## config.mk

```make
export PLATFORM = sky130hd
export DESIGN_NAME = resize_sched_flat
export DESIGN_NICKNAME = d
export VERILOG_FILES = /design/src/rtl/resize_pkg.sv /design/src/rtl/resize_sched_if.sv /design/src/rtl/resize_buf_sel.sv /design/src/rtl/resize_sched.sv /design/src/flat_wrapper.sv
export SDC_FILE = /design/constraint.sdc
export NUM_CORES = 1
export LEC_CHECK = 0
export ABC_AREA = 1
export CORE_MARGIN = 2
export CORE_UTILIZATION = 45
export DETAILED_ROUTE_END_ITERATION = 7
export GPL_ROUTABILITY_DRIVEN = 1
export PLACE_DENSITY = 0.72
export SLEW_MARGIN = 40
export SYNTH_ARGS = -nofsm -noshare
export SYNTH_HDL_FRONTEND = slang
export SYNTH_SLANG_ARGS = --single-unit
```

## constraint.sdc

```tcl
create_clock -name i_clk -period 3.3 [get_ports i_clk]
set_input_delay 0.825 -clock i_clk [delete_from_list [all_inputs] [get_ports i_clk]]
set_output_delay 0.825 -clock i_clk [all_outputs]
set_load 0.02 [all_outputs]
```

## src/rtl/resize_pkg.sv

```systemverilog
// Shared types and constants for the resize frame scheduler and its buffer selector.
package resize_pkg;

    typedef enum logic [2:0] {
        ST_IDLE,
        ST_ARM,
        ST_RUN,
        ST_DONE,
        ST_DRAIN
    } state_t;

    localparam logic [1:0] ERR_NONE    = 2'd0;
    localparam logic [1:0] ERR_TIMEOUT = 2'd1;
    localparam logic [1:0] ERR_ABORT   = 2'd2;

    localparam int PIX_W = 17;
    localparam int TMO_W = 23;

    function automatic int frame_total(input int h_output, input int v_output);
        return h_output * v_output;
    endfunction

endpackage

```

## src/rtl/resize_sched_if.sv

```systemverilog
// Signal bundle between the frame scheduler and its surroundings (requests, pixels, frame-buffer port).
interface resize_sched_if;
    import resize_pkg::*;

    // i_req/i_abort/i_sof/i_buf_rel are single-cycle pulses and i_cont is a level.
    // i_px_de is a valid with no ready: every pixel is taken while armed or running.
    // o_wr_en is a valid with no ready: the frame buffer accepts every write it sees.
    logic                   i_req;
    logic                   i_cont;
    logic                   i_abort;
    logic                   i_sof;
    logic                   i_px_de;
    logic [23:0]            i_px_data;
    logic [1:0]             i_buf_rel;

    logic                   o_start;
    logic                   o_busy;
    logic                   o_wr_en;
    logic                   o_wr_buf;
    logic [PIX_W-1:0]       o_wr_addr;
    logic [23:0]            o_wr_data;
    logic [1:0]             o_buf_full;
    logic                   o_done;
    logic                   o_done_buf;
    logic                   o_err;
    logic [1:0]             o_err_code;
    state_t                 o_state;

    modport master (
        output i_req, i_cont, i_abort, i_sof, i_px_de, i_px_data, i_buf_rel,
        input  o_start, o_busy, o_wr_en, o_wr_buf, o_wr_addr, o_wr_data,
               o_buf_full, o_done, o_done_buf, o_err, o_err_code, o_state
    );

    modport slave (
        input  i_req, i_cont, i_abort, i_sof, i_px_de, i_px_data, i_buf_rel,
        output o_start, o_busy, o_wr_en, o_wr_buf, o_wr_addr, o_wr_data,
               o_buf_full, o_done, o_done_buf, o_err, o_err_code, o_state
    );

endinterface

```

## src/rtl/resize_buf_sel.sv

```systemverilog
// Ping-pong buffer ownership: full bits, last-written buffer and next-buffer choice.
module resize_buf_sel (
    input  logic       i_clk,
    input  logic       i_rst_n,
    input  logic [1:0] i_rel,
    input  logic       i_set,
    input  logic       i_set_buf,
    output logic [1:0] o_full,
    output logic       o_avail,
    output logic       o_sel
);

    logic [1:0] full_q, full_d;
    logic       last_q, last_d;
    logic       pref;

    // A completion into a buffer beats a release of that buffer in the same cycle.
    always_comb begin
        full_d = full_q & ~i_rel;
        last_d = last_q;
        if (i_set) begin
            full_d[i_set_buf] = 1'b1;
            last_d            = i_set_buf;
        end
    end

    assign pref    = ~last_q;
    assign o_sel   = full_q[pref] ? ~pref : pref;
    assign o_avail = ~(&full_q);
    assign o_full  = full_q;

    // Last-written starts at 1 so the first frame after reset lands in buffer 0.
    always_ff @(posedge i_clk or negedge i_rst_n) begin
        if (!i_rst_n) begin
            full_q <= 2'b00;
            last_q <= 1'b1;
        end else begin
            full_q <= full_d;
            last_q <= last_d;
        end
    end

endmodule

```

## src/rtl/resize_sched.sv

```systemverilog
// Frame scheduler for the resize downscaler: arms a frame, counts its pixels into a ping-pong buffer.
module resize_sched
    import resize_pkg::*;
#(
    parameter int H_OUTPUT = 418,
    parameter int V_OUTPUT = 258,
    parameter int TIMEOUT  = 6_000_000
) (
    input  logic          i_clk,
    input  logic          i_rst_n,
    resize_sched_if.slave bus
);

    localparam int               TOTAL    = frame_total(H_OUTPUT, V_OUTPUT);
    localparam logic [PIX_W-1:0] LAST_PIX = PIX_W'(TOTAL - 1);
    localparam logic [TMO_W-1:0] TMO_LAST = TMO_W'(TIMEOUT - 1);

    state_t           state_q, state_d;
    logic             pend_q, pend_d;
    logic             start_q, start_d;
    logic [PIX_W-1:0] pix_cnt_q, pix_cnt_d;
    logic [TMO_W-1:0] tmo_cnt_q, tmo_cnt_d;
    logic             wr_en_q, wr_en_d;
    logic             wr_buf_q, wr_buf_d;
    logic [PIX_W-1:0] wr_addr_q, wr_addr_d;
    logic [23:0]      wr_data_q, wr_data_d;
    logic             done_q, done_d;
    logic             done_buf_q, done_buf_d;
    logic             err_q, err_d;
    logic [1:0]       err_code_q, err_code_d;
    logic             sof_seen_q, sof_seen_d;

    logic             tmo_hit;
    logic             buf_avail;
    logic             buf_pick;
    logic [1:0]       buf_full;

    resize_buf_sel u_buf_sel (
        .i_clk     (i_clk),
        .i_rst_n   (i_rst_n),
        .i_rel     (bus.i_buf_rel),
        .i_set     (state_q == ST_DONE),
        .i_set_buf (wr_buf_q),
        .o_full    (buf_full),
        .o_avail   (buf_avail),
        .o_sel     (buf_pick)
    );

    assign tmo_hit = (tmo_cnt_q == TMO_LAST);

    always_comb begin
        state_d    = state_q;
        pend_d     = pend_q | bus.i_req;
        start_d    = start_q;
        pix_cnt_d  = pix_cnt_q;
        tmo_cnt_d  = tmo_cnt_q;
        wr_en_d    = 1'b0;
        wr_buf_d   = wr_buf_q;
        wr_addr_d  = wr_addr_q;
        wr_data_d  = wr_data_q;
        done_d     = 1'b0;
        done_buf_d = done_buf_q;
        err_d      = 1'b0;
        err_code_d = err_code_q;
        sof_seen_d = sof_seen_q;

        case (state_q)
            ST_IDLE: begin
                if (bus.i_cont) pend_d = 1'b1;
                // A request arriving in the accept cycle is a new frame and stays pending.
                if (pend_q && buf_avail) begin
                    state_d   = ST_ARM;
                    pend_d    = bus.i_req;
                    start_d   = ~start_q;
                    pix_cnt_d = '0;
                    tmo_cnt_d = '0;
                    wr_buf_d  = buf_pick;
                end
            end
            ST_ARM, ST_RUN: begin
                tmo_cnt_d = tmo_cnt_q + 1'b1;
                // Abort outranks both timeout and the final pixel; the aborted pixel is not written.
                if (bus.i_abort || tmo_hit) begin
                    err_d      = 1'b1;
                    err_code_d = bus.i_abort ? ERR_ABORT : ERR_TIMEOUT;
                    pend_d     = 1'b0;
                    sof_seen_d = 1'b0;
                    state_d    = ST_DRAIN;
                end else if (bus.i_px_de) begin
                    wr_en_d   = 1'b1;
                    wr_addr_d = pix_cnt_q;
                    wr_data_d = bus.i_px_data;
                    pix_cnt_d = pix_cnt_q + 1'b1;
                    state_d   = (pix_cnt_q == LAST_PIX) ? ST_DONE : ST_RUN;
                end
            end
            ST_DONE: begin
                done_d     = 1'b1;
                done_buf_d = wr_buf_q;
                state_d    = ST_IDLE;
            end
            ST_DRAIN: begin
                // Two frame starts guarantee the downscaler has fallen back to its own idle.
                if (bus.i_sof) begin
                    if (sof_seen_q) state_d = ST_IDLE;
                    else            sof_seen_d = 1'b1;
                end
            end
            default: state_d = ST_IDLE;
        endcase
    end

    always_ff @(posedge i_clk or negedge i_rst_n) begin
        if (!i_rst_n) begin
            state_q    <= ST_IDLE;
            pend_q     <= 1'b0;
            start_q    <= 1'b0;
            pix_cnt_q  <= '0;
            tmo_cnt_q  <= '0;
            wr_en_q    <= 1'b0;
            wr_buf_q   <= 1'b0;
            wr_addr_q  <= '0;
            wr_data_q  <= '0;
            done_q     <= 1'b0;
            done_buf_q <= 1'b0;
            err_q      <= 1'b0;
            err_code_q <= ERR_NONE;
            sof_seen_q <= 1'b0;
        end else begin
            state_q    <= state_d;
            pend_q     <= pend_d;
            start_q    <= start_d;
            pix_cnt_q  <= pix_cnt_d;
            tmo_cnt_q  <= tmo_cnt_d;
            wr_en_q    <= wr_en_d;
            wr_buf_q   <= wr_buf_d;
            wr_addr_q  <= wr_addr_d;
            wr_data_q  <= wr_data_d;
            done_q     <= done_d;
            done_buf_q <= done_buf_d;
            err_q      <= err_d;
            err_code_q <= err_code_d;
            sof_seen_q <= sof_seen_d;
        end
    end

    assign bus.o_start    = start_q;
    assign bus.o_busy     = (state_q != ST_IDLE);
    assign bus.o_wr_en    = wr_en_q;
    assign bus.o_wr_buf   = wr_buf_q;
    assign bus.o_wr_addr  = wr_addr_q;
    assign bus.o_wr_data  = wr_data_q;
    assign bus.o_buf_full = buf_full;
    assign bus.o_done     = done_q;
    assign bus.o_done_buf = done_buf_q;
    assign bus.o_err      = err_q;
    assign bus.o_err_code = err_code_q;
    assign bus.o_state    = state_q;

endmodule

```

## src/flat_wrapper.sv

```systemverilog
// flat-port wrapper written by rule: the top's interface ports become plain ports
module resize_sched_flat import resize_pkg::*;
#(
    parameter int H_OUTPUT = 418,
    parameter int V_OUTPUT = 258,
    parameter int TIMEOUT  = 6_000_000
)
  (i_clk, i_rst_n, bus_i_req, bus_i_cont, bus_i_abort, bus_i_sof, bus_i_px_de, bus_i_px_data, bus_i_buf_rel, bus_o_start, bus_o_busy, bus_o_wr_en, bus_o_wr_buf, bus_o_wr_addr, bus_o_wr_data, bus_o_buf_full, bus_o_done, bus_o_done_buf, bus_o_err, bus_o_err_code, bus_o_state);
  resize_sched_if bus_i ();
  input  logic i_clk;
  input  logic i_rst_n;
  input wire logic [$bits(bus_i.i_req)-1:0] bus_i_req;
  input wire logic [$bits(bus_i.i_cont)-1:0] bus_i_cont;
  input wire logic [$bits(bus_i.i_abort)-1:0] bus_i_abort;
  input wire logic [$bits(bus_i.i_sof)-1:0] bus_i_sof;
  input wire logic [$bits(bus_i.i_px_de)-1:0] bus_i_px_de;
  input wire logic [$bits(bus_i.i_px_data)-1:0] bus_i_px_data;
  input wire logic [$bits(bus_i.i_buf_rel)-1:0] bus_i_buf_rel;
  output wire logic [$bits(bus_i.o_start)-1:0] bus_o_start;
  output wire logic [$bits(bus_i.o_busy)-1:0] bus_o_busy;
  output wire logic [$bits(bus_i.o_wr_en)-1:0] bus_o_wr_en;
  output wire logic [$bits(bus_i.o_wr_buf)-1:0] bus_o_wr_buf;
  output wire logic [$bits(bus_i.o_wr_addr)-1:0] bus_o_wr_addr;
  output wire logic [$bits(bus_i.o_wr_data)-1:0] bus_o_wr_data;
  output wire logic [$bits(bus_i.o_buf_full)-1:0] bus_o_buf_full;
  output wire logic [$bits(bus_i.o_done)-1:0] bus_o_done;
  output wire logic [$bits(bus_i.o_done_buf)-1:0] bus_o_done_buf;
  output wire logic [$bits(bus_i.o_err)-1:0] bus_o_err;
  output wire logic [$bits(bus_i.o_err_code)-1:0] bus_o_err_code;
  output wire logic [$bits(bus_i.o_state)-1:0] bus_o_state;
  assign bus_i.i_req = bus_i_req;
  assign bus_i.i_cont = bus_i_cont;
  assign bus_i.i_abort = bus_i_abort;
  assign bus_i.i_sof = bus_i_sof;
  assign bus_i.i_px_de = bus_i_px_de;
  assign bus_i.i_px_data = bus_i_px_data;
  assign bus_i.i_buf_rel = bus_i_buf_rel;
  assign bus_o_start = bus_i.o_start;
  assign bus_o_busy = bus_i.o_busy;
  assign bus_o_wr_en = bus_i.o_wr_en;
  assign bus_o_wr_buf = bus_i.o_wr_buf;
  assign bus_o_wr_addr = bus_i.o_wr_addr;
  assign bus_o_wr_data = bus_i.o_wr_data;
  assign bus_o_buf_full = bus_i.o_buf_full;
  assign bus_o_done = bus_i.o_done;
  assign bus_o_done_buf = bus_i.o_done_buf;
  assign bus_o_err = bus_i.o_err;
  assign bus_o_err_code = bus_i.o_err_code;
  assign bus_o_state = bus_i.o_state;
  resize_sched #(.H_OUTPUT(H_OUTPUT), .V_OUTPUT(V_OUTPUT), .TIMEOUT(TIMEOUT)) u_core (.i_clk(i_clk), .i_rst_n(i_rst_n), .bus(bus_i));
endmodule
```

==> results of run 1 <==
-- state kept, by name (all words and copies together) (netlist names), 2 cells and up --
signal                   flops
u_core.u_buf_sel.o_full      2
u_core.bus.o_state           3
u_core.bus.o_wr_data        24
u_core.tmo_cnt_q            23
u_core.bus.o_err_code        2
u_core.pix_cnt_q            17
u_core.bus.o_wr_addr        17
-- per-layer routing --
layer	up-vias	GRT usage [%]	share of wire [%]
met3	8	3.43	4.6
li1	1981	-	-
met5	-	0	0
met1	1864	25.7	46
met2	104	31.3	48
met4	0	6.20	1.3
-- cells in the final DEF, fill, tap and decap left out, types with 4 or more instances in the layout --
| master | Yosys | routed |
|---|---|---|
| nand4_1 | 9 | 9 |
| nor2_1 | 39 | 39 |
| o21ai_0 | 36 | 36 |
| xor2_1 | 6 | 6 |
| nor3_1 | 11 | 11 |
| dfrtp_1 | 96 | 96 |
| nand3_1 | 34 | 34 |
| buf_4 | 0 | 4 |
| clkdlybuf4s50_1 | 0 | 86 |
| clkbuf_8 | 0 | 9 |
| o21ai_1 | 5 | 5 |
| inv_2 | 5 | 5 |
| o21ai_2 | 15 | 15 |
| inv_1 | 50 | 50 |
| nand2_1 | 183 | 183 |
| nand2_2 | 11 | 11 |
| a21oi_1 | 7 | 7 |
-- stage by stage --
stage	power, mW	hold WS [ns]
6_report	4.72	0.431
5_1_grt	5.06	0.451
4_1_cts	4.77	0.432
3_5_place_dp	4.00	0.462
3_3_place_gp	3.95	0.460
2_1_floorplan	3.19	0.475
-- layout make-up --
type | instances | area (sq um) | share of cell area [%]
Sequential cell | 97 | 2430 | 41.2
Inverter | 56 | 210 | 3.57
Clock inverter | 4 | 53.8 | 0.913
Timing Repair Buffer | 91 | 911 | 15.4
Tap cell | 136 | 170 | 2.89
Clock buffer | 12 | 135 | 2.29
Multi-Input combinational cell | 395 | 1990 | 33.7
-- worst reg2reg max path, stage by stage (launching register included) --
cell	delay (ns)
dfrtp_1	0.45
nand2_1	0.12
nand2_2	0.10
nor2_8	0.42
nand4_2	0.32
inv_2	0.48
nand2_1	0.13
nand2_1	0.09
-- where the power goes --
group / internal [mW] / total (mW) / leakage [nW] / switching, mW
Combinational: 0.866 / 2.16 / 1.28 / 1.29
Clock: 0.353 / 0.757 / 0.0868 / 0.403
Sequential: 1.54 / 1.80 / 1.29 / 0.261
-- cell families after synthesis --
family / Yosys count / share of synthesized area [%]
compound gates: 78 / 10.3
xor+xnor: 6 / 1.12
fa+ha+maj: 2 / 0.532
buf+inv: 70 / 6.19
flops: 97 / 51.6
mux: 2 / 0.425
simple gates: 307 / 29.9
-- worst min path at each step --
stage	startpoint	endpoint	slack (ns)	depth (start not counted)
final	i_rst_n	u_core.tmo_cnt_q[16]	0.43	1
after global placement	u_core.bus.o_start	u_core.bus.o_start	0.46	1
after detailed placement	u_core.bus.o_start	u_core.bus.o_start	0.46	1
after floorplan	u_core.u_buf_sel.last_q	u_core.u_buf_sel.last_q	0.48	2
after global routing	i_rst_n	u_core.bus.o_wr_data[9]	0.45	1
after CTS	i_rst_n	u_core.tmo_cnt_q[13]	0.43	1
==> impl_metrics.toml, run 1 <==
[drt]
detail_route.vias_per_cell = 5.00
drcViolationCount = 0
detailroute.via_count = 3957
routed_wl_microns = 10100
dr.pass1.iters = 5
drt_iter0_markers = 226
post_drt_wl_per_cell_microns = 12.7
ant_nets = 0

[timing]
rsz0062_at_grt = "false"
worst_pin_slew_ns = 0.524
relSlewSlack_pct = 65.1
period_needed_ns = 2.56
hold_viol = 0
setup_viol = 0
skew_ns = 0.0131
finalMaxSlewViolations = 0
fin_tns_setup_ns = 0
setup_ws_ns = 0.744
max_clock_freq_ghz = 0.391
min_period_over_period_pct = 77.5

[clocking]
cts-hold-fix-buffers = 0
cts_buffer_depth = 2
cts_resized = 0
cts.clk_slew.worst_paths_ns = 0.09
cts_setup_buffers = 0
cts_made_buffers = 9
cts_sinks = 97
htree_levels = 3
cts_tree = "yes"
clk_latency_ns = 0.35
root_buffer = "clkbuf_8"

[global_routing]
grt_pass1_wl_microns = 17500
antenna_found_initial = 0
grt_max_degree = 61
grt.overflow.total = 0
grt_pass1_vias = 3813
grt_util_all_layers_pct = 19.1

[layout]
drive_above_1_share_pct = 10.1
n_fill_cell = 951
stdcell_count = 791
num_antenna_cells = 0
fin_area_sq_um = 5900
syn2layout_area_growth_pct = 25.3
final_util_pct = 57.6
final_nets = 685

[setup_path]
critPathTopFamily = "buffers and inverters"
cp-start-kind = "flop"
critPathMaxFanout = 5
crit_path_top_delay_cell = "clkdlybuf4s50_1"
worst_path_largest_cell_delay_ns = 0.57
cp-end-kind = "primary output"
critical_path_class = "flop to primary output"
timing.rr.start = "u_core.bus.o_state[1]"
crit_path_end = "bus_o_busy"
startpoint = "u_core.bus.o_state[1]"
rrSetupSlack_ns = 1.12
r2r-end = "u_core.bus.o_wr_data[15]"
cp.arrival_ns = 1.73
crit_cells = 3
reg2reg_depth = 7
crit_chain = "nor2_4, nand2_4, clkdlybuf4s50_1"
critPathBufInv = 1
critPathRequiredTime_ns = 2.47

[place]
postPlaceCellArea_sq_um = 5710
port_buffers = 87
pre_cts_ws_ns = 0.858
dp.cells = 775
dp_hpwl_microns = 7190
gp_congestion = 0.891

[power_and_ir_drop]
ir_worst_vdd_v = 0.000446
p_leak_nw = 2.65
power_density_nw_per_um2 = 800

[floorplan]
core-area_sq_um = 10200
fp.dieH_microns = 106
dieArea_sq_um = 11300
rows = 37
io_pins = 88
die_x_microns = 106
initial_core_util_pct = 46.0

[run]
max_cap_viol_count = 0

[min_path]
hp-class = "input port to async pin"

[logic_synthesis]
synthCells = 562
synth_warnings = 0
dominantRegCellSynth = "dfrtp_1"
synth_area_per_cell_sq_um = 8.38
synth.cell_area_sq_um = 4710
synth_commonest_cells = "nand2_1, dfrtp_1, inv_1"
syn_nets = 597
synthTopCellsByArea = "dfrtp_1, nand2_1, inv_1"
synth_most_common_cell = "nand2_1"
synth_top_area_cell = "dfrtp_1"
async_reset_ff_share_pct = 100
synth_edf_count = 0
synth-seq-cells = 97
synth_top_area_share_pct = 51.0
synth.yosys.seq_area_share_pct = 51.6
yosys.cell_types.count = 43

[status]
status = "completed"
(Power assumes the default switching activity.)
==> run 2: changes to the inputs <==
clock period = 2.6 ns   (was 3.3 ns; I/O delays follow)
==> impl_metrics.toml, run 2 (same netlist as run 1, synthesis figures left out) <==
[timing]
rsz0062_at_grt = "false"
min_period_over_period_pct = 91.2
setup_viol = 0
worst_pin_slew_ns = 0.518
period_needed_ns = 2.37
max_clock_freq_ghz = 0.422
skew_ns = 0.00971
fin_tns_setup_ns = 0
finalMaxSlewViolations = 0
hold_viol = 0
relSlewSlack_pct = 65.4
holdWs_ns = 0.245

[power_and_ir_drop]
power_density_nw_per_um2 = 1000
ir_worst_vdd_v = 0.000548
finalPower_mw = 5.91
p_leak_nw = 2.67

[layout]
stdcell_count = 794
mostFrequentLayoutCells = "nand2_1, dfrtp_1, clkdlybuf4s50_1, inv_1, nor2_1"
largest_register_ffs = 24
num_antenna_cells = 0
final_nets = 689
register_area_sq_um = 2430
drive_above_1_share_pct = 10.9
layout_commonest_cell = "nand2_1"
final_util_pct = 57.5
n_fill_cell = 901
multi_input_area_sq_um = 1990
syn2layout_area_growth_pct = 25.0

[clocking]
clk_latency_ns = 0.37
cts_made_buffers = 9
htree_levels = 3
cts_tree = "yes"
cts_sinks = 97
cts.clk_slew.worst_paths_ns = 0.09
cts_buffer_depth = 2
cts_setup_buffers = 0
cts_resized = 0
root_buffer = "clkbuf_8"
cts-hold-fix-buffers = 0

[floorplan]
fp.dieH_microns = 106
initial_core_util_pct = 46.0
die_x_microns = 106
core-area_sq_um = 10200
io_pins = 88
dieArea_sq_um = 11300
rows = 37

[drt]
detailroute.via_count = 3998
drcViolationCount = 0
post_drt_wl_per_cell_microns = 12.8
dr.pass1.iters = 5
ant_nets = 0
detail_route.vias_per_cell = 5.04
routed_wl_microns = 10100
drt_iter0_markers = 237

[global_routing]
grt_pass1_vias = 3878
grt_util_all_layers_pct = 19.4
grt.overflow.total = 0
antenna_found_initial = 0
grt_max_degree = 40
grt_pass1_wl_microns = 17700

[setup_path]
critPathRequiredTime_ns = 1.95
cp.arrival_ns = 1.72
cp-start-kind = "flop"
cp-end-kind = "primary output"
rrSetupSlack_ns = 0.71
critPathMaxFanout = 5
critical_path_class = "flop to primary output"

[place]
gp_congestion = 0.925
dp.cells = 779
port_buffers = 87
dp_hpwl_microns = 7350

[min_path]
hp-class = "input port to async pin"

[status]
status = "completed"

[run]
max_cap_viol_count = 0
[run 2: cell types whose count changed in the layout (fill, tap and decap cells not counted), sizes merged]
cell,change
buf,+4
clkinv,+4
clkbuf,-3
bufinv,-1
clkinvlp,-1
[run 2: cell type report]
cell class / count / share of cell area (%)
clock inverters: 6 / 0.617
well taps: 136 / 2.89
multi-input cells: 395 / 33.8
inverters: 56 / 3.57
flip-flops and latches: 97 / 41.3
clock buffers: 9 / 2.11
repair buffers: 95 / 15.8
[run 2: final timing paths]
kind	from	end	cells after the start
setup / recovery	u_core.bus.o_state[1]	bus_o_busy	3
hold / removal	i_rst_n	u_core.pix_cnt_q[0]	1
setup reg to reg	u_core.bus.o_state[0]	u_core.bus.o_wr_data[21]	7
hold reg to reg	u_core.bus.o_start	u_core.bus.o_start	1
max in group asynchronous	i_rst_n	u_core.u_buf_sel.last_q	2
min in group i_clk	u_core.bus.o_start	u_core.bus.o_start	1
[run 2: critical path, cell delays in order (launching register included)]
cell	delay [ns]
dfrtp_1	0.44
nor2_4	0.23
nand2_4	0.12
clkdlybuf4s50_1	0.56
[run 2: metal layers]
metal,up-vias,wire length (microns),global-route usage [%]
li1,1995,-,-
met1,1859,4650,25.9
met2,128,4760,31.6
met3,16,554,3.19
met4,0,170,7.71
met5,-,0,0
[run 2: through the flow]
| step | setup WS, ns | area, sq um |
|---|---|---|
| finish | 0.230 | 5880 |
| global route | 0.145 | 5880 |
| CTS | 0.200 | 5880 |
| detailed placement | 0.468 | 5720 |
| global placement | 0.525 | 5720 |
| floorplan | 0.927 | 4710 |
[run 2: where the power goes]
part	leakage, nW	total (mW)	internal, mW	switching (mW)
Clock	0.0846	0.849	0.337	0.512
Combinational	1.29	2.77	1.12	1.65
Sequential	1.29	2.29	1.95	0.340
Total	2.67	5.91	3.41	2.50
